--- src/rtl/cpu_sequencer_pkg.sv ---
// Shared definitions for the multi-cycle control sequencer: state encodings,
// RISC-V major opcodes, next-PC select codes and instruction classes.
package cpu_sequencer_pkg;

  // FSM state encodings
  localparam logic [3:0] ST_IDLE   = 4'd0;
  localparam logic [3:0] ST_FETCH  = 4'd1;
  localparam logic [3:0] ST_FWAIT  = 4'd2;
  localparam logic [3:0] ST_DECODE = 4'd3;
  localparam logic [3:0] ST_EXEC   = 4'd4;
  localparam logic [3:0] ST_MEM    = 4'd5;
  localparam logic [3:0] ST_MWAIT  = 4'd6;
  localparam logic [3:0] ST_WB     = 4'd7;
  localparam logic [3:0] ST_HALT   = 4'd8;

  // Major opcodes (instr[6:0])
  localparam logic [6:0] OP_R      = 7'b0110011;
  localparam logic [6:0] OP_I      = 7'b0010011;
  localparam logic [6:0] OP_L      = 7'b0000011;
  localparam logic [6:0] OP_S      = 7'b0100011;
  localparam logic [6:0] OP_B_TYPE = 7'b1100011;
  localparam logic [6:0] OP_JAL    = 7'b1101111;
  localparam logic [6:0] OP_JALR   = 7'b1100111;
  localparam logic [6:0] OP_HALT   = 7'b0000000;

  // Next-PC select codes
  localparam logic [1:0] PC_SEL_SEQ    = 2'd0;
  localparam logic [1:0] PC_SEL_BRANCH = 2'd1;
  localparam logic [1:0] PC_SEL_JUMP   = 2'd2;

  // Instruction classes latched in DECODE
  typedef enum logic [2:0] {
    CLS_NONE = 3'd0,
    CLS_R    = 3'd1,
    CLS_I    = 3'd2,
    CLS_L    = 3'd3,
    CLS_S    = 3'd4,
    CLS_B    = 3'd5,
    CLS_JAL  = 3'd6,
    CLS_JALR = 3'd7
  } opclass_e;

  // Width of the shared FWAIT/MWAIT counter for a given worst-case latency
  function automatic int unsigned wait_cnt_width(input int unsigned max_lat);
    return $clog2(max_lat) + 32'd1;
  endfunction

  // JAL and JALR both redirect the PC to the jump target in WB
  function automatic logic is_jump(input opclass_e cls);
    return (cls == CLS_JAL) || (cls == CLS_JALR);
  endfunction

endpackage

--- src/rtl/cpu_sequencer_if.sv ---
// Control bus between the sequencer and the lab datapath: run controls and
// decode inputs in one direction, phase strobes and status in the other.
interface cpu_sequencer_if #(
  parameter int COUNT_W = 16
);
  logic               run_en;
  logic               step_mode;
  logic               step;
  logic [6:0]         opcode;
  logic               branch_taken;
  logic               ir_we;
  logic               rf_we;
  logic               mem_rden;
  logic               mem_wren;
  logic               pc_we;
  logic [1:0]         pc_sel;
  logic               busy;
  logic               halted;
  logic               illegal;
  logic [COUNT_W-1:0] instr_count;

  modport slave (
    input  run_en, step_mode, step, opcode, branch_taken,
    output ir_we, rf_we, mem_rden, mem_wren, pc_we, pc_sel,
    output busy, halted, illegal, instr_count
  );

  modport master (
    output run_en, step_mode, step, opcode, branch_taken,
    input  ir_we, rf_we, mem_rden, mem_wren, pc_we, pc_sel,
    input  busy, halted, illegal, instr_count
  );
endinterface

--- src/rtl/cpu_sequencer_opclass_decode.sv ---
// Combinational opcode classifier; also intended for later pipeline decode.
module opclass_decode
  import cpu_sequencer_pkg::*;
(
  input  logic [6:0] opcode,
  output opclass_e   cls,
  output logic       valid
);

  // Map the major opcode onto its instruction class
  always_comb begin
    cls   = CLS_NONE;
    valid = 1'b0;
    case (opcode)
      OP_R:      begin cls = CLS_R;    valid = 1'b1; end
      OP_I:      begin cls = CLS_I;    valid = 1'b1; end
      OP_L:      begin cls = CLS_L;    valid = 1'b1; end
      OP_S:      begin cls = CLS_S;    valid = 1'b1; end
      OP_B_TYPE: begin cls = CLS_B;    valid = 1'b1; end
      OP_JAL:    begin cls = CLS_JAL;  valid = 1'b1; end
      OP_JALR:   begin cls = CLS_JALR; valid = 1'b1; end
      default:   begin cls = CLS_NONE; valid = 1'b0; end
    endcase
  end

endmodule

--- src/rtl/cpu_sequencer.sv ---
// Multi-cycle control sequencer: steps the datapath through fetch, decode,
// execute, memory and write-back, one instruction at a time.
module cpu_sequencer
  import cpu_sequencer_pkg::*;
#(
  parameter int ROM_LAT = 1,
  parameter int MEM_LAT = 1,
  parameter int COUNT_W = 16
) (
  input  logic           clk,
  input  logic           rst,
  cpu_sequencer_if.slave bus
);

  localparam int MAX_LAT = (ROM_LAT > MEM_LAT) ? ROM_LAT : MEM_LAT;
  localparam int CNT_W   = int'(wait_cnt_width(MAX_LAT));
  localparam logic [CNT_W-1:0] CNT_ZERO = {CNT_W{1'b0}};
  localparam logic [CNT_W-1:0] CNT_ONE  = CNT_W'(1'b1);
  // Counter preloads: the wait phase ends when the counter reaches zero
  localparam logic [CNT_W-1:0] ROM_WAIT = CNT_W'(ROM_LAT - 1);
  localparam logic [CNT_W-1:0] MEM_WAIT = CNT_W'(MEM_LAT - 1);

  logic [3:0]         state_r, state_nx;
  opclass_e           cls_r, cls_nx;
  logic [CNT_W-1:0]   cnt_r, cnt_nx;
  logic               illegal_r, illegal_nx;
  logic [COUNT_W-1:0] instr_count_r;

  opclass_e           dec_cls_s;
  logic               dec_valid_s;
  logic               start_s;
  logic               cont_s;
  logic               cnt_last_s;
  logic [3:0]         after_retire_s;

  logic               ir_we_s, rf_we_s, mem_rden_s, mem_wren_s, pc_we_s;
  logic [1:0]         pc_sel_s;

  opclass_decode u_decode (
    .opcode (bus.opcode),
    .cls    (dec_cls_s),
    .valid  (dec_valid_s)
  );

  assign start_s        = (bus.run_en & ~bus.step_mode) | (bus.step_mode & bus.step);
  assign cont_s         = bus.run_en & ~bus.step_mode;
  assign cnt_last_s     = (cnt_r == CNT_ZERO);
  assign after_retire_s = cont_s ? ST_FETCH : ST_IDLE;

  // Next state, class latch, shared wait counter and sticky illegal flag
  always_comb begin
    state_nx   = state_r;
    cls_nx     = cls_r;
    cnt_nx     = cnt_r;
    illegal_nx = illegal_r;
    case (state_r)
      ST_IDLE: begin
        if (start_s) state_nx = ST_FETCH;
        else         state_nx = ST_IDLE;
      end
      ST_FETCH: begin
        state_nx = ST_FWAIT;
        cnt_nx   = ROM_WAIT;
      end
      ST_FWAIT: begin
        if (cnt_last_s) state_nx = ST_DECODE;
        else            cnt_nx   = cnt_r - CNT_ONE;
      end
      ST_DECODE: begin
        if (dec_valid_s) begin
          cls_nx   = dec_cls_s;
          state_nx = ST_EXEC;
        end else begin
          // An all-zero word is a deliberate stop; anything else is illegal
          state_nx   = ST_HALT;
          illegal_nx = (bus.opcode != OP_HALT);
        end
      end
      ST_EXEC: begin
        case (cls_r)
          CLS_R, CLS_I, CLS_JAL, CLS_JALR: state_nx = ST_WB;
          CLS_L, CLS_S:                    state_nx = ST_MEM;
          CLS_B:                           state_nx = after_retire_s;
          default:                         state_nx = ST_HALT;
        endcase
      end
      ST_MEM: begin
        if (cls_r == CLS_S) begin
          state_nx = after_retire_s;
        end else if (cls_r == CLS_L) begin
          state_nx = ST_MWAIT;
          cnt_nx   = MEM_WAIT;
        end else begin
          state_nx = ST_HALT;
        end
      end
      ST_MWAIT: begin
        if (cnt_last_s) state_nx = ST_WB;
        else            cnt_nx   = cnt_r - CNT_ONE;
      end
      ST_WB:   state_nx = after_retire_s;
      ST_HALT: state_nx = ST_HALT;
      default: state_nx = ST_IDLE;
    endcase
  end

  // Phase strobes decoded from state, latched class and wait counter
  always_comb begin
    ir_we_s    = 1'b0;
    rf_we_s    = 1'b0;
    mem_rden_s = 1'b0;
    mem_wren_s = 1'b0;
    pc_we_s    = 1'b0;
    pc_sel_s   = PC_SEL_SEQ;
    case (state_r)
      ST_FWAIT: ir_we_s = cnt_last_s;
      ST_EXEC: begin
        if (cls_r == CLS_B) begin
          pc_we_s  = 1'b1;
          pc_sel_s = bus.branch_taken ? PC_SEL_BRANCH : PC_SEL_SEQ;
        end else begin
          pc_we_s  = 1'b0;
        end
      end
      ST_MEM: begin
        if (cls_r == CLS_S) begin
          mem_wren_s = 1'b1;
          pc_we_s    = 1'b1;
        end else if (cls_r == CLS_L) begin
          mem_rden_s = 1'b1;
        end else begin
          mem_rden_s = 1'b0;
        end
      end
      ST_MWAIT: mem_rden_s = 1'b1;
      ST_WB: begin
        rf_we_s  = 1'b1;
        pc_we_s  = 1'b1;
        pc_sel_s = is_jump(cls_r) ? PC_SEL_JUMP : PC_SEL_SEQ;
      end
      default: pc_sel_s = PC_SEL_SEQ;
    endcase
  end

  // State, class, counter, sticky flag and retired-instruction count
  always_ff @(posedge clk) begin
    if (rst) begin
      state_r       <= ST_IDLE;
      cls_r         <= CLS_NONE;
      cnt_r         <= CNT_ZERO;
      illegal_r     <= 1'b0;
      instr_count_r <= {COUNT_W{1'b0}};
    end else begin
      state_r   <= state_nx;
      cls_r     <= cls_nx;
      cnt_r     <= cnt_nx;
      illegal_r <= illegal_nx;
      // pc_we fires exactly once per instruction, so it marks retirement
      if (pc_we_s) instr_count_r <= instr_count_r + COUNT_W'(1'b1);
      else         instr_count_r <= instr_count_r;
    end
  end

  assign bus.ir_we       = ir_we_s;
  assign bus.rf_we       = rf_we_s;
  assign bus.mem_rden    = mem_rden_s;
  assign bus.mem_wren    = mem_wren_s;
  assign bus.pc_we       = pc_we_s;
  assign bus.pc_sel      = pc_sel_s;
  assign bus.busy        = (state_r != ST_IDLE) && (state_r != ST_HALT);
  assign bus.halted      = (state_r == ST_HALT);
  assign bus.illegal     = illegal_r;
  assign bus.instr_count = instr_count_r;

endmodule

--- src/flat_wrapper.sv ---
// flat-port wrapper written by rule: the top's interface ports become plain ports
module cpu_sequencer_flat import cpu_sequencer_pkg::*;
#(
  parameter int ROM_LAT = 1,
  parameter int MEM_LAT = 1,
  parameter int COUNT_W = 16
)
  (clk, rst, bus_run_en, bus_step_mode, bus_step, bus_opcode, bus_branch_taken, bus_ir_we, bus_rf_we, bus_mem_rden, bus_mem_wren, bus_pc_we, bus_pc_sel, bus_busy, bus_halted, bus_illegal, bus_instr_count);
  cpu_sequencer_if #(.COUNT_W(COUNT_W)) bus_i ();
  input  logic clk;
  input  logic rst;
  input wire logic [$bits(bus_i.run_en)-1:0] bus_run_en;
  input wire logic [$bits(bus_i.step_mode)-1:0] bus_step_mode;
  input wire logic [$bits(bus_i.step)-1:0] bus_step;
  input wire logic [$bits(bus_i.opcode)-1:0] bus_opcode;
  input wire logic [$bits(bus_i.branch_taken)-1:0] bus_branch_taken;
  output wire logic [$bits(bus_i.ir_we)-1:0] bus_ir_we;
  output wire logic [$bits(bus_i.rf_we)-1:0] bus_rf_we;
  output wire logic [$bits(bus_i.mem_rden)-1:0] bus_mem_rden;
  output wire logic [$bits(bus_i.mem_wren)-1:0] bus_mem_wren;
  output wire logic [$bits(bus_i.pc_we)-1:0] bus_pc_we;
  output wire logic [$bits(bus_i.pc_sel)-1:0] bus_pc_sel;
  output wire logic [$bits(bus_i.busy)-1:0] bus_busy;
  output wire logic [$bits(bus_i.halted)-1:0] bus_halted;
  output wire logic [$bits(bus_i.illegal)-1:0] bus_illegal;
  output wire logic [$bits(bus_i.instr_count)-1:0] bus_instr_count;
  assign bus_i.run_en = bus_run_en;
  assign bus_i.step_mode = bus_step_mode;
  assign bus_i.step = bus_step;
  assign bus_i.opcode = bus_opcode;
  assign bus_i.branch_taken = bus_branch_taken;
  assign bus_ir_we = bus_i.ir_we;
  assign bus_rf_we = bus_i.rf_we;
  assign bus_mem_rden = bus_i.mem_rden;
  assign bus_mem_wren = bus_i.mem_wren;
  assign bus_pc_we = bus_i.pc_we;
  assign bus_pc_sel = bus_i.pc_sel;
  assign bus_busy = bus_i.busy;
  assign bus_halted = bus_i.halted;
  assign bus_illegal = bus_i.illegal;
  assign bus_instr_count = bus_i.instr_count;
  cpu_sequencer #(.ROM_LAT(ROM_LAT), .MEM_LAT(MEM_LAT), .COUNT_W(COUNT_W)) u_core (.clk(clk), .rst(rst), .bus(bus_i));
endmodule
--- config.mk ---
export PLATFORM = sky130hd
export DESIGN_NAME = cpu_sequencer_flat
export DESIGN_NICKNAME = d
export VERILOG_FILES = /design/src/rtl/cpu_sequencer_pkg.sv /design/src/rtl/cpu_sequencer_if.sv /design/src/rtl/cpu_sequencer_opclass_decode.sv /design/src/rtl/cpu_sequencer.sv /design/src/flat_wrapper.sv
export SDC_FILE = /design/constraint.sdc
export NUM_CORES = 1
export LEC_CHECK = 0
export ABC_AREA = 0
export ABC_CLOCK_PERIOD_IN_PS = 1900
export CELL_PAD_IN_SITES_DETAIL_PLACEMENT = 0
export CELL_PAD_IN_SITES_GLOBAL_PLACEMENT = 1
export CORE_MARGIN = 4
export CORE_UTILIZATION = 35
export DETAILED_ROUTE_END_ITERATION = 16
export PLACE_DENSITY_LB_ADDON = 0.08
export SLEW_MARGIN = 20
export SYNTH_ARGS = -nofsm -noshare
export SYNTH_HDL_FRONTEND = slang
export SYNTH_SLANG_ARGS = --single-unit
--- constraint.sdc ---
create_clock -name clk -period 1.9 [get_ports clk]
set_input_delay 0.475 -clock clk [delete_from_list [all_inputs] [get_ports clk]]
set_output_delay 0.475 -clock clk [all_outputs]
set_load 0.02 [all_outputs]
# Word-level counts from Yosys, hierarchy flattened
# Cells that the tools add are included.
[op_classes]
add_sub_neg = 2
eq_ne = 27
n_mux = 28
bitwise = 6
reduce_logical = 14
[op_table]
columns = ["cell", "count"]
rows = [
  ["$pmux 4 s9", 1],
  ["$eq 7x7->1 const B", 3],
  ["$pmux 3 s7", 1],
  ["$mux 4", 5],
  ["$add 16x1->16 const B", 1],
  ["$eq 4x3->1 const B", 4],
  ["$eq 7x6->1 const B", 2],
  ["$mux 1", 14],
  ["$eq 3x3->1 const B", 4],
  ["$pmux 4 s3", 1],
  ["$eq 4x2->1 const B", 2],
  ["$eq 7x2->1 const B", 1],
  ["$eq 7x5->1 const B", 1],
  ["$reduce_bool 7->1", 1],
  ["$reduce_or 7->1", 1],
  ["$eq 3x2->1 const B", 2],
  ["$ne 2x2->1 const B", 3],
  ["$pmux 1 s3", 2],
  ["$reduce_and 2->1", 3],
  ["$eq 4x1->1 const B", 1],
  ["$eq 4x4->1 const B", 1],
  ["$logic_not 4->1", 1],
  ["$mux 2", 2],
  ["$ne 4x4->1 const B", 1],
  ["15 further kinds", 19],
]
[word_totals]
regBits = 25
input_bits = 13
out_inout_bits = 26
word_cells = 82

# Depth between registers and ports, before layout
# Gate-level depths: netlist of run 1.
[logic_depth]
word_depth = 5
depth_mapped = 7

# Modules after synthesis
# A second synthesis of run 1 with hierarchy kept.
[hier_totals]
hier_cells = 197
area_unflattened_um2 = 1564.0
[modules_own_cells]
columns = ["mod", "instances", "cells_each", "area_per_inst_um2"]
rows = [
  ["cpu_sequencer", 1, 182, 1470.2],
  ["opclass_decode", 1, 15, 93.8],
]

# Worst setup path after synthesis of run 1
# No wires, ideal clock.
[synth_timing]
path_kind = "register to output"
start = "register u_core.cls_r[1]"
end = "output bus_mem_rden"
t_arrival_ns = 1.397
required_ns = 1.425
slack_ns = 0.028
stages_incl_launch_ff = 5
path_buffers = 1
cell_sequence = "dfxtp_1 clkbuf_1 inv_1 or3_1 a21oi_1"
[synth_between]
elab_chain_len = 4
word_cells_on_any_way = 5
[synth_lines]
columns = ["element", "line", "source"]
rows = [
  ["from (decl)", "cpu_sequencer.sv:24", "opclass_e cls_r, cls_nx;"],
  ["from (signal assigned)", "cpu_sequencer.sv:155", "cls_r <= cls_nx;"],
  ["$eq 3x2->1", "cpu_sequencer.sv:129", "end else if (cls_r == CLS_L) begin"],
  ["$mux 1", "cpu_sequencer.sv:129", ""],
  ["$mux 1 *", "cpu_sequencer.sv:126", "if (cls_r == CLS_S) begin"],
  ["$pmux 1 s2 *", "cpu_sequencer.sv:115", "case (state_r)"],
  ["to (decl)", "flat_wrapper.sv:19", "output wire logic [$bits(bus_i.mem_rden)-1:0] bus_mem_rden;"],
]
# Mark *: on every way between the ends. The rest lies on a longest branch, timed or not.

# Final worst setup path of run 1
[layout_timing]
start = "register u_core.cls_r[2]"
end = "output bus_mem_rden"
# The elaborated chain is that of the path after synthesis.

==> reports/metrics.csv, run 1 <==
stage,metric,value,unit
status,status,finished with violations,
status,failed_checks,negative setup slack,
place,hpwl,3160,um
clock_tree,clock-sinks,24,
final_layout,final_common_cell,buf_4,
worst_setup_path,crit_start,u_core.cls_r[2]$_SDFFE_PP0P_,
yosys,yosysTopAreaCell,dfxtp_1,
final_layout,syn_to_final_growth,56.2,%
yosys,netlist_top_cells_area,"dfxtp_1 (31%), a21oi_1 (6.4%), nor2b_1 (4.4%)",
global_routing,antenna_found_initial,0,
worst_setup_path,r2r_slack,0.07,ns
clock_tree,cts_htree_levels,1,
timing,final-setup-viol-count,1,
yosys,synth_edf_count,0,
routing,vias_per_cell,5.56,
yosys,synth_cells,199,
worst_setup_path,start_kind,flip-flop,
place,finalWeightedCongestion,0.837,
global_routing,grt_pass1_wl,6820,um
timing,fmax,525,MHz
power,power_density,491,mW/mm2
floorplanning,fp.dieH,74.8,um
timing,period_minus_slack,1.90,ns
routing,final_antenna_net_count,0,
routing,wirelength,4410,um
timing,rsz0062_at_grt,true,
worst_setup_path,r2r_end,u_core.bus.instr_count[15]$_SDFFE_PP0P_,
clock_tree,clk_latency,0.27,ns
floorplanning,die-area,0.00560,mm2
clock_tree,cts.clk_slew.worst_paths,0.09,ns
yosys,synth_seq_cells,24,
yosys,synthFlopType,dfxtp_1,
timing,fin_crit_sh,100,%
timing,worst_slack,-0.00368,ns
clock_tree,post_cts_buffers,0,
yosys,synth_top_area_share,30.7,%
worst_setup_path,worstReg2RegStart,u_core.cls_r[0]$_SDFFE_PP0P_,
global_routing,grt_max_degree,30,
worst_setup_path,setup.worst_path.end,bus_mem_rden,
yosys,ys_seq_area_share,30.7,%
power,vdd_drop_max,0.305,mV
yosys,synth_fp_nets,213,
routing,dr.pass1.iters,4,
floorplanning,fp.dieW,74.8,um
routing,wl_per_cell,13.7,um
floorplanning,num_io_pins,39,
worst_setup_path,reg2reg_depth,6,
global_routing,grt_use_met1,17.8,%
place,portBuffers,38,
worst_setup_path,cp.required,1.42,ns
worst_setup_path,worstPathArrival,1.43,ns
yosys,postSynthAreaPerCell,7.86,um2
yosys,synthArstFlopShare,0,%
routing,vias,1790,
final_layout,nets,285,
global_routing,use_met2,28.0,%
timing,max_slew_margin,74.8,%
hold_path,worstHoldStart,u_core.bus.illegal$_SDFFE_PP0P_,
clock_tree,cts.path.max_buffers,2,
yosys,netlist_area,0.00156,mm2
hold_path,hold_path_class,reg -> reg,
timing,tightestPinTransition,0.375,ns
worst_setup_path,crit_type,reg -> out,
worst_setup_path,cp_max_fo,2,
flow_run,drv_cap,0,
clock_tree,numCtsBuffers,3,
global_routing,grt_pass1_vias,1624,
yosys,ys_warn_count,0,
floorplanning,rows,24,
place,place_ws,-0.319,ns
timing,finalClockSkew,0.00467,ns
final_layout,drive_gt1_share,31.1,%
floorplanning,start_util,35.9,%
clock_tree,cts_root_buf,clkbuf_8,
timing,finalHoldViolCount,0,
global_routing,use_met3,2.67,%
clock_tree,cts_tree,done,
final_layout,final_cell_mix,"buf_4 (39), clkdlybuf4s50_1 (28), dfxtp_1 (20)",
timing,tns,-0.00368,ns
routing,drt_iter0_markers,86,
timing,slew_violations,0,
global_routing,busiest_layer,met2,
routing,drc,0,
floorplanning,core_area,0.00435,mm2
final_layout,fillers,380,
power,p_leak,0.948,nW
global_routing,grt_util_all_layers,15.1,%
global_routing,overflow,0,
worst_setup_path,end_kind,output pin,
yosys,synth.distinct_cells,43,
final_layout,diodes,0,
how the worst min path moves through the flow:
stage                                                    endpoint  cells after the start
after detailed placement          u_core.bus.illegal$_SDFFE_PP0P_                      1
after global placement            u_core.bus.illegal$_SDFFE_PP0P_                      1
after floorplan           u_core.bus.instr_count[12]$_SDFFE_PP0P_                      2
final                             u_core.bus.illegal$_SDFFE_PP0P_                      1
after global routing              u_core.bus.illegal$_SDFFE_PP0P_                      1
after CTS                         u_core.bus.illegal$_SDFFE_PP0P_                      1
cells in the mapped netlist, drive strengths merged, types with 3 or more instances:
library cell  number
or3                4
o31ai              9
nand2              9
mux2               4
nor3               8
clkbuf             7
inv                4
o21ai              8
o21a               4
nor4               5
a21oi             20
buf                9
nand4              3
nand2b             8
nor2              12
a31oi              3
nor2b             11
and2b              3
dfxtp             24
or4                9
nand3              8
repair_timing:
action                     CTS  global route
pin swaps                    1             9
setup endpoints to repair   13            14
cloned                       0             1
hold buffers                 0             0
resized for setup           46            29
cell families (layout without fill, tap and decap cells):
kind of cell	after synthesis	after routing	synth area share, %
and+or+nand+nor	88	88	32.6
adders and majority gates	1	1	0.800
AOI/OAI and AO/OA	59	59	24.8
buffers and inverters	20	91	6.56
xor gates and xnor gates	3	3	1.68
DFF	24	24	30.7
muxes	4	4	2.88
through the flow:
step	hold WS (ns)	util, %	instances	instance area [um2]	power [mW]
CTS	0.485	53.8	321	2340	1.20
global placement	0.452	52.0	317	2260	0.737
finish	0.478	56.1	322	2440	1.20
floorplan	0.559	-	199	1560	0.627
detailed placement	0.458	52.0	317	2260	0.741
global route	0.524	56.1	322	2440	1.25
area by class of cell:
class | count | area, um2 | area share [%]
well taps | 52 | 65.1 | 2.66
multi-input cells | 155 | 1070 | 44.0
clock buffers | 3 | 41.3 | 1.69
inverters | 4 | 15.0 | 0.614
flip-flops and latches | 24 | 485 | 19.9
clock inverters | 1 | 30.0 | 1.23
repair buffers | 83 | 732 | 30.0
power by group:
group / switching [mW] / leakage, nW / total [mW] / internal [mW]
clock network: 0.171 / 0.0357 / 0.452 / 0.282
registers: 0.00479 / 0.195 / 0.515 / 0.510
logic: 0.114 / 0.717 / 0.233 / 0.119
metal layers:
| metal | share of wire [%] | vias to the layer above |
|---|---|---|
| met2 | 51 | 51 |
| met4 | 0.39 | 0 |
| met1 | 44 | 843 |
| met5 | 0 | - |
| met3 | 5.0 | 4 |
| li1 | - | 892 |
registers in the layout, indices dropped and copies added, names as in the netlist:
name	flops
u_core.cls_r	3
u_core.bus.instr_count	16
u_core.bus.illegal	1
u_core.state_r	4
critical path: stages (launching register included):
cell      delay (ns)
dfxtp_1         0.32
nand2b_1        0.15
or3_4           0.38
a21oi_4         0.17
buf_6           0.13
No activity file was read; power rests on OpenSTA's default activity.
==> inputs of run 2 (changes only) <==
CTS_CLUSTER_DIAMETER = 40   (was unset)
==> results of run 2 <==
Same layout as run 1: the final DEF is identical, and so are final timing and power.
==> inputs of run 3 (changes only) <==
CORE_ASPECT_RATIO = 0.9   (was unset)
SLEW_MARGIN = unset   (was 20)
==> run 3 against run 2 <==
- the run now ends clean
- largest power group unchanged
- wire length about the same
- fmax rose by 1.2%
- via count down 2.2%
- power grew 1.4%
- first-iteration DRC count fell by 14%
- hold slack better by 0.0040 ns
- core utilization grew 2.3 points
==> reports/metrics.csv, run 3 (same netlist as run 1, synthesis figures left out) <==
stage,metric,value,unit,change
status,status,completed,,
global_routing,grt_max_degree,30,,unchanged
worst_setup_path,r2r_slack,0.07,ns,about the same
routing,wirelength,4410,um,about the same
clock_tree,cts_htree_levels,1,,unchanged
worst_setup_path,end_kind,output pin,,
floorplanning,die-area,0.00560,mm2,about the same
place,portBuffers,38,,unchanged
timing,fmax,532,MHz,+1.2%
hold_path,hold_depth,1,,unchanged
worst_setup_path,cpLargestDelayFamily,simple AND/OR/NAND/NOR gates,,
worst_setup_path,start_kind,flip-flop,,
final_layout,final_common_cell,buf_4,,
worst_setup_path,cp.buffers_inverters,1,,unchanged
routing,wl_per_cell,13.3,um,-2.7%
hold_path,hold_path_class,reg -> reg,,
clock_tree,cts.clk_slew.worst_paths,0.09,ns,about the same
power,vdd_drop_max,0.318,mV,+4.2%
timing,holdWs,0.482,ns,+0.00402 ns
place,placedCellCount,320,,+0.95%
final_layout,diodes,0,,unchanged
flow_run,drv_cap,0,,unchanged
final_layout,largest_reg_flops,16,,unchanged
timing,slew_violations,0,,unchanged
clock_tree,cts.path.max_buffers,2,,unchanged
worst_setup_path,worstReg2RegStart,u_core.cls_r[0]$_SDFFE_PP0P_,,
timing,rsz0062_at_grt,true,,
routing,vias_per_cell,5.29,,-4.8%
timing,period_minus_slack,1.88,ns,-0.0228 ns
global_routing,use_met2,27.6,%,-0.48 points
clock_tree,cts_hold_buf,0,,unchanged
timing,finalHoldViolCount,0,,unchanged
hold_path,worstHoldStart,u_core.bus.illegal$_SDFFE_PP0P_,,
clock_tree,cts_root_buf,clkbuf_8,,
global_routing,use_met3,3.39,%,+0.72 points
global_routing,grt_use_met1,19.1,%,+1.3 points
power,p_leak,0.969,nW,+2.3%
timing,finalClockSkew,0.00781,ns,+0.00314 ns
worst_setup_path,r2r_end,u_core.bus.instr_count[14]$_SDFFE_PP0P_,,
power,power_density,497,mW/mm2,+1.3%
worst_setup_path,max_stage_delay,0.39,ns,about the same
global_routing,antenna_found_initial,0,,unchanged
final_layout,fin_util,58.5,%,+2.3 points
floorplanning,fp.dieW,78.5,um,+4.8%
clock_tree,clk_latency,0.28,ns,about the same
final_layout,syn_to_final_growth,56.4,%,
final_layout,nets,286,,+0.35%
clock_tree,numCtsBuffers,3,,unchanged
timing,tns,0,ns,+0.00368 ns
timing,final-setup-viol-count,0,,-1
place,finalWeightedCongestion,0.824,,-1.5%
timing,max_slew_margin,76.3,%,+1.6 points
worst_setup_path,cp_max_fo,2,,unchanged
worst_setup_path,worstPathArrival,1.41,ns,-0.02 ns
routing,dr.pass1.iters,4,,unchanged
final_layout,finalNonFillerCells,331,,+2.8%
power,power,1.22,mW,+1.4%
timing,worst_slack,0.0191,ns,+0.0228 ns
global_routing,grt_pass1_wl,7240,um,+6.2%
global_routing,busiest_layer,met2,,
worst_setup_path,cp.required,1.42,ns,about the same
global_routing,grt_pass1_vias,1643,,+1.2%
final_layout,stdcell_area,0.00245,mm2,+0.10%
hold_path,hold-path-endpoint,u_core.bus.illegal$_SDFFE_PP0P_,,
final_layout,final_cell_mix,"buf_4 (42), clkdlybuf4s50_1 (26), dfxtp_1 (20)",,
worst_setup_path,crit_start,u_core.cls_r[2]$_SDFFE_PP0P_,,
floorplanning,fp.dieH,71.4,um,-4.6%
floorplanning,num_io_pins,39,,unchanged
worst_setup_path,reg2reg_depth,6,,unchanged
floorplanning,rows,22,,-8.3%
floorplanning,core_area,0.00418,mm2,-3.9%
clock_tree,cts_tree,done,,
routing,drc,0,,unchanged
place,place_ws,-0.345,ns,-0.0269 ns
worst_setup_path,slowest_stage,or3_4,,
clock_tree,clock-sinks,24,,unchanged
global_routing,grt_util_all_layers,15.6,%,+0.45 points
worst_setup_path,crit_type,reg -> out,,
final_layout,drive_gt1_share,31.0,%,-0.11 points
global_routing,overflow,0,,unchanged
routing,final_antenna_net_count,0,,unchanged
timing,tightestPinTransition,0.355,ns,-0.0200 ns
place,hpwl,3140,um,-0.61%
place,placed_area,0.00224,mm2,-1.2%
routing,drt_iter0_markers,74,,-14%
worst_setup_path,worstPathCellList,nand2b_4 > or3_4 > a21oi_4 > buf_6,,
routing,vias,1751,,-2.2%
floorplanning,start_util,37.4,%,+1.5 points
timing,fin_crit_sh,99.0,%,-1.2 points
## run 3: cell types whose count changed in the layout (fill, tap and decap cells not counted), moves of 2 or more
cell,previous run,this run
buf_4,39,42
buf_6,9,6
clkdlybuf4s50_1,28,26
dlymetal6s2s_1,1,3
## run 3: worst register-to-register path, delay by kind of cell, from the launching register on
kind / cells / cell delay (ns)
multiplexers: 1 / 0.36
flip-flops: 1 / 0.34
buffers and inverters: 2 / 0.41
AND/OR/NAND/NOR: 2 / 0.48
XOR/XNOR: 1 / 0.14
## run 3: worst max-delay path by stage
| stage | to | slack [ns] | cells after the start |
|---|---|---|---|
| after floorplan | bus_mem_rden | 0.03 | 4 |
| after global placement | bus_pc_sel[0] | -0.34 | 4 |
| after detailed placement | bus_pc_sel[0] | -0.35 | 4 |
| after CTS | bus_mem_rden | -0.03 | 4 |
| after global routing | bus_mem_rden | -0.03 | 4 |
| final | bus_mem_rden | 0.02 | 4 |
## run 3: power breakdown
group / switching [mW] / total (mW) / internal (mW)
clock network: 0.184 / 0.466 / 0.282
logic: 0.112 / 0.236 / 0.124
registers: 0.00483 / 0.515 / 0.510
total: 0.300 / 1.22 / 0.916
## run 3: timing repair
item	CTS	global route
pin swaps	1	4
setup endpoints to repair	11	16
buffers inserted	0	6
cloned	0	1
resized for setup	47	23
## run 3: area by class of cell
cell class	count	area, um2
multi-input cells	155	1060
fillers	392	1740
clock buffers	3	41.3
repair buffers	84	737
flip-flops and latches	24	485
inverters	4	15.0
well taps	60	75.1
clock inverters	1	30.0
## run 3: per-layer routing
layer | share of wire, % | up-vias
met4 | 0.98 | 0
met1 | 44 | 812
met5 | 0 | -
li1 | - | 892
met2 | 51 | 42
met3 | 3.9 | 5
